<file path="config.mk">
export PLATFORM = sky130hd
export DESIGN_NAME = rename_reg_file
export DESIGN_NICKNAME = d
export VERILOG_FILES = /design/src/rtl/rename_reg_file_pkg.sv /design/src/rtl/rename_reg_file_rf_read_port.sv /design/src/rtl/rename_reg_file.sv
export SDC_FILE = /design/constraint.sdc
export NUM_CORES = 2
export LEC_CHECK = 0
export ABC_AREA = 1
export BUFFER_PORTS_ARGS = -buffer_cell sky130_fd_sc_hd__clkbuf_2
export CAP_MARGIN = 0
export CORE_MARGIN = 1.5
export CORE_UTILIZATION = 60
export DETAILED_ROUTE_END_ITERATION = 8
export PLACE_DENSITY = 0.77
export SYNTH_ARGS = -nofsm -noshare
export SYNTH_HDL_FRONTEND = slang
export SYNTH_SLANG_ARGS = --single-unit
</file>
<file path="constraint.sdc">
create_clock -name clk_in -period 4.5 [get_ports clk_in]
set_input_delay 0.675 -clock clk_in [delete_from_list [all_inputs] [get_ports clk_in]]
set_output_delay 0.675 -clock clk_in [all_outputs]
set_load 0.02 [all_outputs]
</file>
<file path="src/rtl/rename_reg_file_pkg.sv">
// Shared constants and types for the renaming register file.
// Reset values and per-register update kinds.
package rename_reg_file_pkg;

   localparam logic TRUE       = 1'b1;
   localparam logic FALSE      = 1'b0;
   localparam int   REG_RESET  = 0;
   localparam int   DATA_RESET = 0;
   localparam int   ROB_RESET  = 0;

   typedef enum logic [1:0] {
      UPD_NONE,
      UPD_FLUSH,
      UPD_DISP,
      UPD_CLR
   } upd_e;

endpackage

</file>
<file path="src/rtl/rename_reg_file_rf_read_port.sv">
// One operand read port: index mux, x0 masking and,
// with RENAME_RF_BYPASS_EN, commit-to-read forwarding.
module rf_read_port
   import rename_reg_file_pkg::*;
#(
   parameter int NUM_REGS = 32,
   parameter int XLEN     = 32,
   parameter int TAG_W    = 4,
   parameter int IDX_W    = 5
) (
   input  logic [IDX_W-1:0]          rd_idx,
   input  logic [NUM_REGS*XLEN-1:0]  reg_data,
   input  logic [NUM_REGS-1:0]       reg_busy,
   input  logic [NUM_REGS*TAG_W-1:0] reg_tag,
`ifdef RENAME_RF_BYPASS_EN
   input  logic                      cmt_en,
   input  logic [IDX_W-1:0]          cmt_rd,
   input  logic [TAG_W-1:0]          cmt_tag,
   input  logic [XLEN-1:0]           cmt_val,
`endif
   output logic [XLEN-1:0]           rd_val,
   output logic                      rd_busy,
   output logic [TAG_W-1:0]          rd_tag
);

   // Select the addressed register; x0 and out-of-range read as zero.
   always_comb begin
      rd_val  = XLEN'(DATA_RESET);
      rd_busy = FALSE;
      rd_tag  = TAG_W'(ROB_RESET);
      if (rd_idx != '0 && int'(rd_idx) < NUM_REGS) begin
         rd_val  = reg_data[int'(rd_idx)*XLEN +: XLEN];
         rd_busy = reg_busy[rd_idx];
         rd_tag  = reg_tag[int'(rd_idx)*TAG_W +: TAG_W];
`ifdef RENAME_RF_BYPASS_EN
         if (cmt_en && cmt_rd == rd_idx) begin
            rd_val = cmt_val;
            if (rd_busy && rd_tag == cmt_tag)
               rd_busy = FALSE;
         end
`endif
      end
   end

endmodule

</file>
<file path="src/rtl/rename_reg_file.sv">
// Architectural register file with per-register rename tags.
// Optional commit bypass on reads: define RENAME_RF_BYPASS_EN.
module rename_reg_file
   import rename_reg_file_pkg::*;
#(
   parameter int NUM_REGS = 32,
   parameter int XLEN     = 32,
   parameter int TAG_W    = 4,
   parameter int NUM_RD   = 2,
   localparam int IDX_W   = $clog2(NUM_REGS)
) (
   input  logic                    clk_in,
   input  logic                    rst_in,
   input  logic                    rdy_in,
   input  logic                    disp_en,
   input  logic [IDX_W-1:0]        disp_rd,
   input  logic [TAG_W-1:0]        disp_tag,
   input  logic                    cmt_en,
   input  logic [IDX_W-1:0]        cmt_rd,
   input  logic [TAG_W-1:0]        cmt_tag,
   input  logic [XLEN-1:0]         cmt_val,
   input  logic                    flush_en,
   input  logic [NUM_RD*IDX_W-1:0] rs_idx,
   output logic [NUM_RD*XLEN-1:0]  rs_val,
   output logic [NUM_RD-1:0]       rs_busy,
   output logic [NUM_RD*TAG_W-1:0] rs_tag
);

   logic [XLEN-1:0]  data_q [NUM_REGS];
   logic             busy_q [NUM_REGS];
   logic [TAG_W-1:0] tag_q  [NUM_REGS];

   upd_e             upd    [NUM_REGS];
   logic             wr_hit [NUM_REGS];

   logic [NUM_REGS*XLEN-1:0]  data_flat;
   logic [NUM_REGS-1:0]       busy_flat;
   logic [NUM_REGS*TAG_W-1:0] tag_flat;

   // Per-register update decision: flush > dispatch > commit-clear.
   always_comb begin
      for (int i = 0; i < NUM_REGS; i++) begin
         upd[i]    = UPD_NONE;
         wr_hit[i] = FALSE;
         if (i != 0) begin
            wr_hit[i] = cmt_en && cmt_rd == IDX_W'(i);
            if (flush_en)
               upd[i] = UPD_FLUSH;
            else if (disp_en && disp_rd == IDX_W'(i))
               upd[i] = UPD_DISP;
            else if (wr_hit[i] && busy_q[i] && tag_q[i] == cmt_tag)
               upd[i] = UPD_CLR;
         end
      end
   end

   // State update; x0 keeps its reset value forever.
   always_ff @(posedge clk_in) begin
      if (rst_in) begin
         for (int i = 0; i < NUM_REGS; i++) begin
            data_q[i] <= XLEN'(DATA_RESET);
            busy_q[i] <= 1'(REG_RESET);
            tag_q[i]  <= TAG_W'(ROB_RESET);
         end
      end else if (rdy_in) begin
         for (int i = 1; i < NUM_REGS; i++) begin
            if (wr_hit[i])
               data_q[i] <= cmt_val;
            unique case (upd[i])
               UPD_FLUSH: busy_q[i] <= FALSE;
               UPD_DISP: begin
                  busy_q[i] <= TRUE;
                  tag_q[i]  <= disp_tag;
               end
               UPD_CLR:  busy_q[i] <= FALSE;
               default:  ;
            endcase
         end
      end
   end

   // Flatten the arrays for the read ports.
   always_comb begin
      data_flat = '0;
      busy_flat = '0;
      tag_flat  = '0;
      for (int i = 0; i < NUM_REGS; i++) begin
         data_flat[i*XLEN +: XLEN]   = data_q[i];
         busy_flat[i]                = busy_q[i];
         tag_flat[i*TAG_W +: TAG_W]  = tag_q[i];
      end
   end

   for (genvar k = 0; k < NUM_RD; k++) begin : g_rd
      rf_read_port #(
         .NUM_REGS (NUM_REGS),
         .XLEN     (XLEN),
         .TAG_W    (TAG_W),
         .IDX_W    (IDX_W)
      ) u_port (
         .rd_idx   (rs_idx[k*IDX_W +: IDX_W]),
         .reg_data (data_flat),
         .reg_busy (busy_flat),
         .reg_tag  (tag_flat),
`ifdef RENAME_RF_BYPASS_EN
         .cmt_en   (cmt_en),
         .cmt_rd   (cmt_rd),
         .cmt_tag  (cmt_tag),
         .cmt_val  (cmt_val),
`endif
         .rd_val   (rs_val[k*XLEN +: XLEN]),
         .rd_busy  (rs_busy[k]),
         .rd_tag   (rs_tag[k*TAG_W +: TAG_W])
      );
   end

endmodule

</file>
# Yosys cells after proc, flatten, opt, wreduce, memory -nomap -nowiden
# Memory sizes are Yosys's and may differ from the RTL's.
# Cells that the tools add are included.
[word_totals] mem_count=3 regBits=0 mem_bits_rw=1184 latchBits=0 mem_bits_ro=0 input_bits=66 output_inout_bits=74 elab_cells=1232
[op_classes] n_mux=756 bitwise=155 magnitude_cmp=2 eq_ne=186 reduce_logical=126 addsub=0 mul=0 n_shift=4 div_mod_pow=0
[mem_list] name="data_q" depth=32 word_bits=32 read_ports=32 rd_clocked_by_memory_dff=0 write_ports=32 line_no="rename_reg_file.sv:29" text="logic [XLEN-1:0] data_q [NUM_REGS];"
[mem_list] name="tag_q" depth=32 word_bits=4 read_ports=32 rd_clocked_by_memory_dff=0 write_ports=32 line_no="rename_reg_file.sv:31" text="logic [TAG_W-1:0] tag_q [NUM_REGS];"
[mem_list] name="busy_q" depth=32 word_bits=1 read_ports=32 rd_clocked_by_memory_dff=0 write_ports=32 line_no="rename_reg_file.sv:30" text="logic busy_q [NUM_REGS];"
[ops] op="1024-bit by 11-bit variable part select with 32-bit output" count=2
[ops] op="32-bit 2-to-1 mux" count=33
[ops] op="1-bit 2-to-1 mux" count=595
[ops] op="128-bit by 8-bit variable part select with 4-bit output" count=2
[ops] op="2-bit 2-to-1 mux" count=93
[ops] op="5-bit equality test, second input constant" count=32
[ops] op="1-bit bitwise OR" count=155
[ops] op="4-bit 2-to-1 mux" count=33
[ops] op="2-bit equality test, second input constant" count=62
[ops] op="4-bit equality test" count=31
[ops] op="1-bit logical AND" count=124
[ops] op="5-bit by 4-bit equality test with 1-bit output, second input constant" count=16
[ops] op="2-bit by 1-bit equality test with 1-bit output, second input constant" count=31
[ops] op="5-bit by 3-bit equality test with 1-bit output, second input constant" count=8
[ops] op="5-bit by 2-bit equality test with 1-bit output, second input constant" count=4
[ops] op="5-bit by 6-bit < comparator with 1-bit output, second input constant" count=2
[ops] op="1-bit binary-select mux with 5-bit select" count=2
[ops] op="5-bit by 1-bit equality test with 1-bit output, second input constant" count=2
[ops] op="5-bit nonzero test" count=2

# Logic depth before layout (Yosys ltp)
[logic_depth] ltp_word=15 depth_mapped=13 mapped_depth_nobuf=9

# Modules after synthesis
# From an unflattened synthesis, not the netlist that was laid out.
[unflattened] cells_unflattened=8471 hier_area_um2=65625.4
[by_module_without_submodules] mod="rename_reg_file" cells_each=2775 seq_area_each_um2=34443.0 area_each_um2=41327.1 instances=1
[by_module_without_submodules] mod="rf_read_port" cells_each=2848 seq_area_each_um2=0.0 area_each_um2=12149.2 instances=2

# Worst setup path before layout
# Ideal clock, no wire load.
[synth_timing] path_kind="input -> register" start="in rdy_in" end="mem data_q[22][0], in the netlist data_q[1][192] (enable)" required_time_ns=4.034 stages=4 path_buffers=2 t_arrival_ns=3.434 path_slack_ns=0.601 setup_time_ns=0.466 cell_sequence="buf_2 -> inv_2 -> clkbuf_1 -> o21ai_0"
[synth_rtl] element="from (decl)" line_no="rename_reg_file.sv:14" text="input logic rdy_in,"
[synth_rtl] element="to (decl)" line_no="rename_reg_file.sv:29"

# Worst setup path in the final report
[layout_timing] start="in rs_idx[5]" end="out rs_val[48]"
[layout_between] elab_chain_cells=2 elab_cells_between_ends=3 classes_between="shift: 1; mux: 1; reduce/logical: 1"
[layout_lines] element="from (decl)" line_no="rename_reg_file.sv:23" text="input logic [NUM_RD*IDX_W-1:0] rs_idx,"
[layout_lines] element="1024-bit by 11-bit variable part select with 32-bit output / 5-bit nonzero test (equally long branches)" line_no="rename_reg_file_rf_read_port.sv:32, rename_reg_file_rf_read_port.sv:31"
[layout_lines] element="32-bit 2-to-1 mux (*)" line_no="rename_reg_file_rf_read_port.sv:31" text="if (rd_idx != '0 && int'(rd_idx) < NUM_REGS) begin"
[layout_lines] element="to (decl)" line_no="rename_reg_file.sv:24" text="output logic [NUM_RD*XLEN-1:0] rs_val,"
# Every way passes the cells marked *; elsewhere a longest branch is shown, timed or not.

==> impl_metrics.csv <==
group,metric,value,unit
floorplan,num_io_pins,140,
global_routing,grt_usage,43.5,%
logic_synthesis,synthMuxAreaShare,0,%
detailed_routing,postRouteAntennaNets,0,
final_layout,final_common_cell,"nand2_1",
pwr,power.internal,19.1,mW
pwr,combPwrFrac,15.4,%
clocking,cts_made_buffers,121,
final_layout,final_layout_size_suffix_gt1_share,6.87,%
outcome,status,"finished with violations",
logic_synthesis,seq_area_frac_synth,53.1,%
timing,setup_viol,0,
job,maxCapViolations,1,
clocking,cts_root_buf,"clkbuf_16",
logic_synthesis,synth_compound_area_share,2.86,%
floorplan,die_area,110000,µm²
clocking,cts_tree,"done",
floorplan,die_x,332,µm
timing,drv_slew,1,
critical_path,crit_slowest_cell,"buf_12",
logic_synthesis,synth_edf_count,1147,
timing,fin_crit,3.86,ns
final_layout,final_cell_mix,"2574 x nand2_1, 1721 x nand3_1, 1147 x edfxtp_1",
clocking,postCtsSetupBuffers,0,
logic_synthesis,ys_ff_latch,1147,
logic_synthesis,synth_area_leader_cell,"edfxtp_1",
placement,io_buffers,139,
clocking,cts.repair.resized,0,
global_routing,antenna_found_initial,7,
detailed_routing,num_vias,62500,
critical_path,cp_max_fo,187,
logic_synthesis,synthFlopType,"edfxtp_1",
timing,hold_violations,0,
global_routing,grt_max_degree,188,
critical_path,crit_type,"in -> out",
detailed_routing,vias_per_cell,6.48,
pwr,switching_share,28.9,%
critical_path,crit_required,3.83,ns
final_layout,fill_cells,8628,
pwr,p_sw,7.77,mW
detailed_routing,routed_wl,245000,µm
timing,tightest_slew,1.50,ns
outcome,violations,"capacitance limit, slew limit",
logic_synthesis,syn_nets,8357,
placement,dp_hpwl,138000,µm
pwr,p_leak,30.1,nW
timing,clock_skew,0.0107,ns
clocking,hold_buffers,0,
clocking,clk_latency,0.75,ns
critical_path,endpoint_kind,"output port",
min_path,hp-class,"in -> reg",
logic_synthesis,netlist_area,64900,µm²
clocking,clockBufferDepth,3,
detailed_routing,drc,0,
critical_path,crit_family,"buffers and inverters",
detailed_routing,wl_per_cell,25.4,µm
critical_path,cpMostUsedCell,"nand2_1",
timing,min_period_over_period,85.8,%
placement,place_inst,9418,
logic_synthesis,synthXorXnorAreaFrac,0.608,%
clocking,h-tree-depth,3,
logic_synthesis,synth_cells,8291,
critical_path,cp-start-kind,"primary input",
critical_path,cp.arrival,3.19,ns
timing,setup-tns-final,0,ns
timing,max_freq,259,MHz
floorplan,dieHeight,332,µm
placement,gp_congestion,0.969,
timing,rsz0062_at_grt,"no",
logic_synthesis,synthSimpleGateAreaFrac,34.4,%
critical_path,worst_path_largest_cell_delay,0.57,ns
pwr,clockPowerShare,36.8,%
detailed_routing,first_pass_iters,9,
critical_path,path_cells,"buf_8 > buf_12 > nand2_1 > nand3_1 > nand3_1 > nand3_1 > nand2_1 > nand2_1 > nand2_1 > clkbuf_2",
final_layout,final_cells,9643,
global_routing,first_global_vias,59300,
clocking,cts.sinks,1147,
logic_synthesis,yosys_warnings,0,
logic_synthesis,yosys-top-cells-area,"edfxtp_1 53%, nand2_1 15%, nand3_1 13%, nor2_1 5.2%, inv_1 4.5%",
pwr,p_per_area,380,nW/µm²
pwr,pwr-share-seq,47.8,%
global_routing,grt_overflow,0,
clocking,clk_pin_slew,0.06,ns
detailed_routing,drtIter0Drc,11000,
floorplan,start_util,60.5,%
logic_synthesis,syn_avg_cell_area,7.82,µm²
global_routing,grt_pass1_wl,360000,µm
floorplan,rows,120,
critical_path,cp_num_buf_inv,3,
logic_synthesis,synth_top_area_share,53.1,%
logic_synthesis,synthArstFlopShare,0,%
final_layout,syn_to_final_growth,8.93,%
timing,slew_headroom,-0.241,%
critical_path,rrSetupSlack,3.10,ns
logic_synthesis,ys_types,29,
floorplan,core,107000,µm²
logic_synthesis,synthAdderAreaFrac,0,%
logic_synthesis,synth_top_family_by_area,"simple AND/OR/NAND/NOR gates",
pwr,vdd_ir_drop_max,0.296,mV
final_layout,nNetsFinal,8204,
metal layers:
layer  global-route usage [%]  wire length [µm]
met1                     56.4             80400
met2                     63.8            102000
met3                     12.5             43000
met4                     28.8             19100
met5                        0                95
flip-flops by register name, summed over array words and instances (netlist names):
register / cells
data_q: 992
tag_q: 124
busy_q: 31
power groups by stage:
stage	clock, mW	combinational [mW]	sequential (mW)
after global routing	10.2	4.35	12.9
after CTS	9.82	3.93	12.8
after floorplan	0	2.51	13.0
final	9.89	4.14	12.8
after global placement	0	3.84	13.0
after detailed placement	0	3.91	13.0
synthesized netlist by cell type, types with 2 or more instances:
cell       instances
nor2_1           900
o2111ai_1          2
nor3_1            20
o211ai_1           3
edfxtp_1        1147
nand4_1           48
nor2_2             2
o21ai_0           42
o22ai_1           14
buf_1             72
nor4_1             4
nand2_1         2596
clkbuf_1         196
buf_4             23
nand3_1         1726
xnor2_1           15
clkinv_1          38
a21oi_1          303
inv_2             11
inv_1            770
buf_6              3
or2_2             10
nor2_4             4
xor2_1            30
buf_2            308
worst register-to-register path, delay by kind of cell, from the launching register on:
family	cells	cell delay, ns
and+or+nand+nor	3	0.32
DFF	1	0.45
AOI/OAI and AO/OA	2	0.32
per-stage QoR:
stage | worst slack [ns] | util (%) | hold WS (ns) | cell area (µm²) | power (mW)
floorplan | 0.601 | - | 0.587 | 64900 | 15.5
global placement | 0.860 | 62.3 | 0.614 | 66800 | 16.9
detailed placement | 0.873 | 62.3 | 0.630 | 66800 | 17.0
CTS | 0.854 | 65.9 | 0.396 | 70700 | 26.6
global route | 0.664 | 65.9 | 0.445 | 70700 | 27.5
finish | 0.638 | 65.9 | 0.413 | 70700 | 26.9
final timing paths:
| path | from | to | cells after the start |
|---|---|---|---|
| worst max-delay path | rs_idx[5] | rs_val[48] | 10 |
| worst min-delay path | disp_rd[0] | busy_q[1][15] | 3 |
| worst max register to register | tag_q[1][31] | busy_q[1][7] | 5 |
| worst min register to register | busy_q[0][2] | busy_q[0][2] | 2 |
cell families after synthesis:
kind of cell | count (synthesis)
buffers and inverters | 1421
AND/OR/NAND/NOR | 5314
flip-flops | 1147
XOR/XNOR | 45
AO/OA/AOI/OAI | 364
area by class of cell:
type                       instances  area (µm²)  area share, %
sequential                      1147       34400           48.7
multi-input combinational       5723       24800           35.1
clock buffer                     149        3200           4.52
inverter                         819        3110           4.41
timing repair buffer             326        2720           3.85
tap                             1403        1760           2.48
clock inverter                    75         626          0.885
antenna                            1        2.50        0.00354
Power figures use the tool's default switching activity.
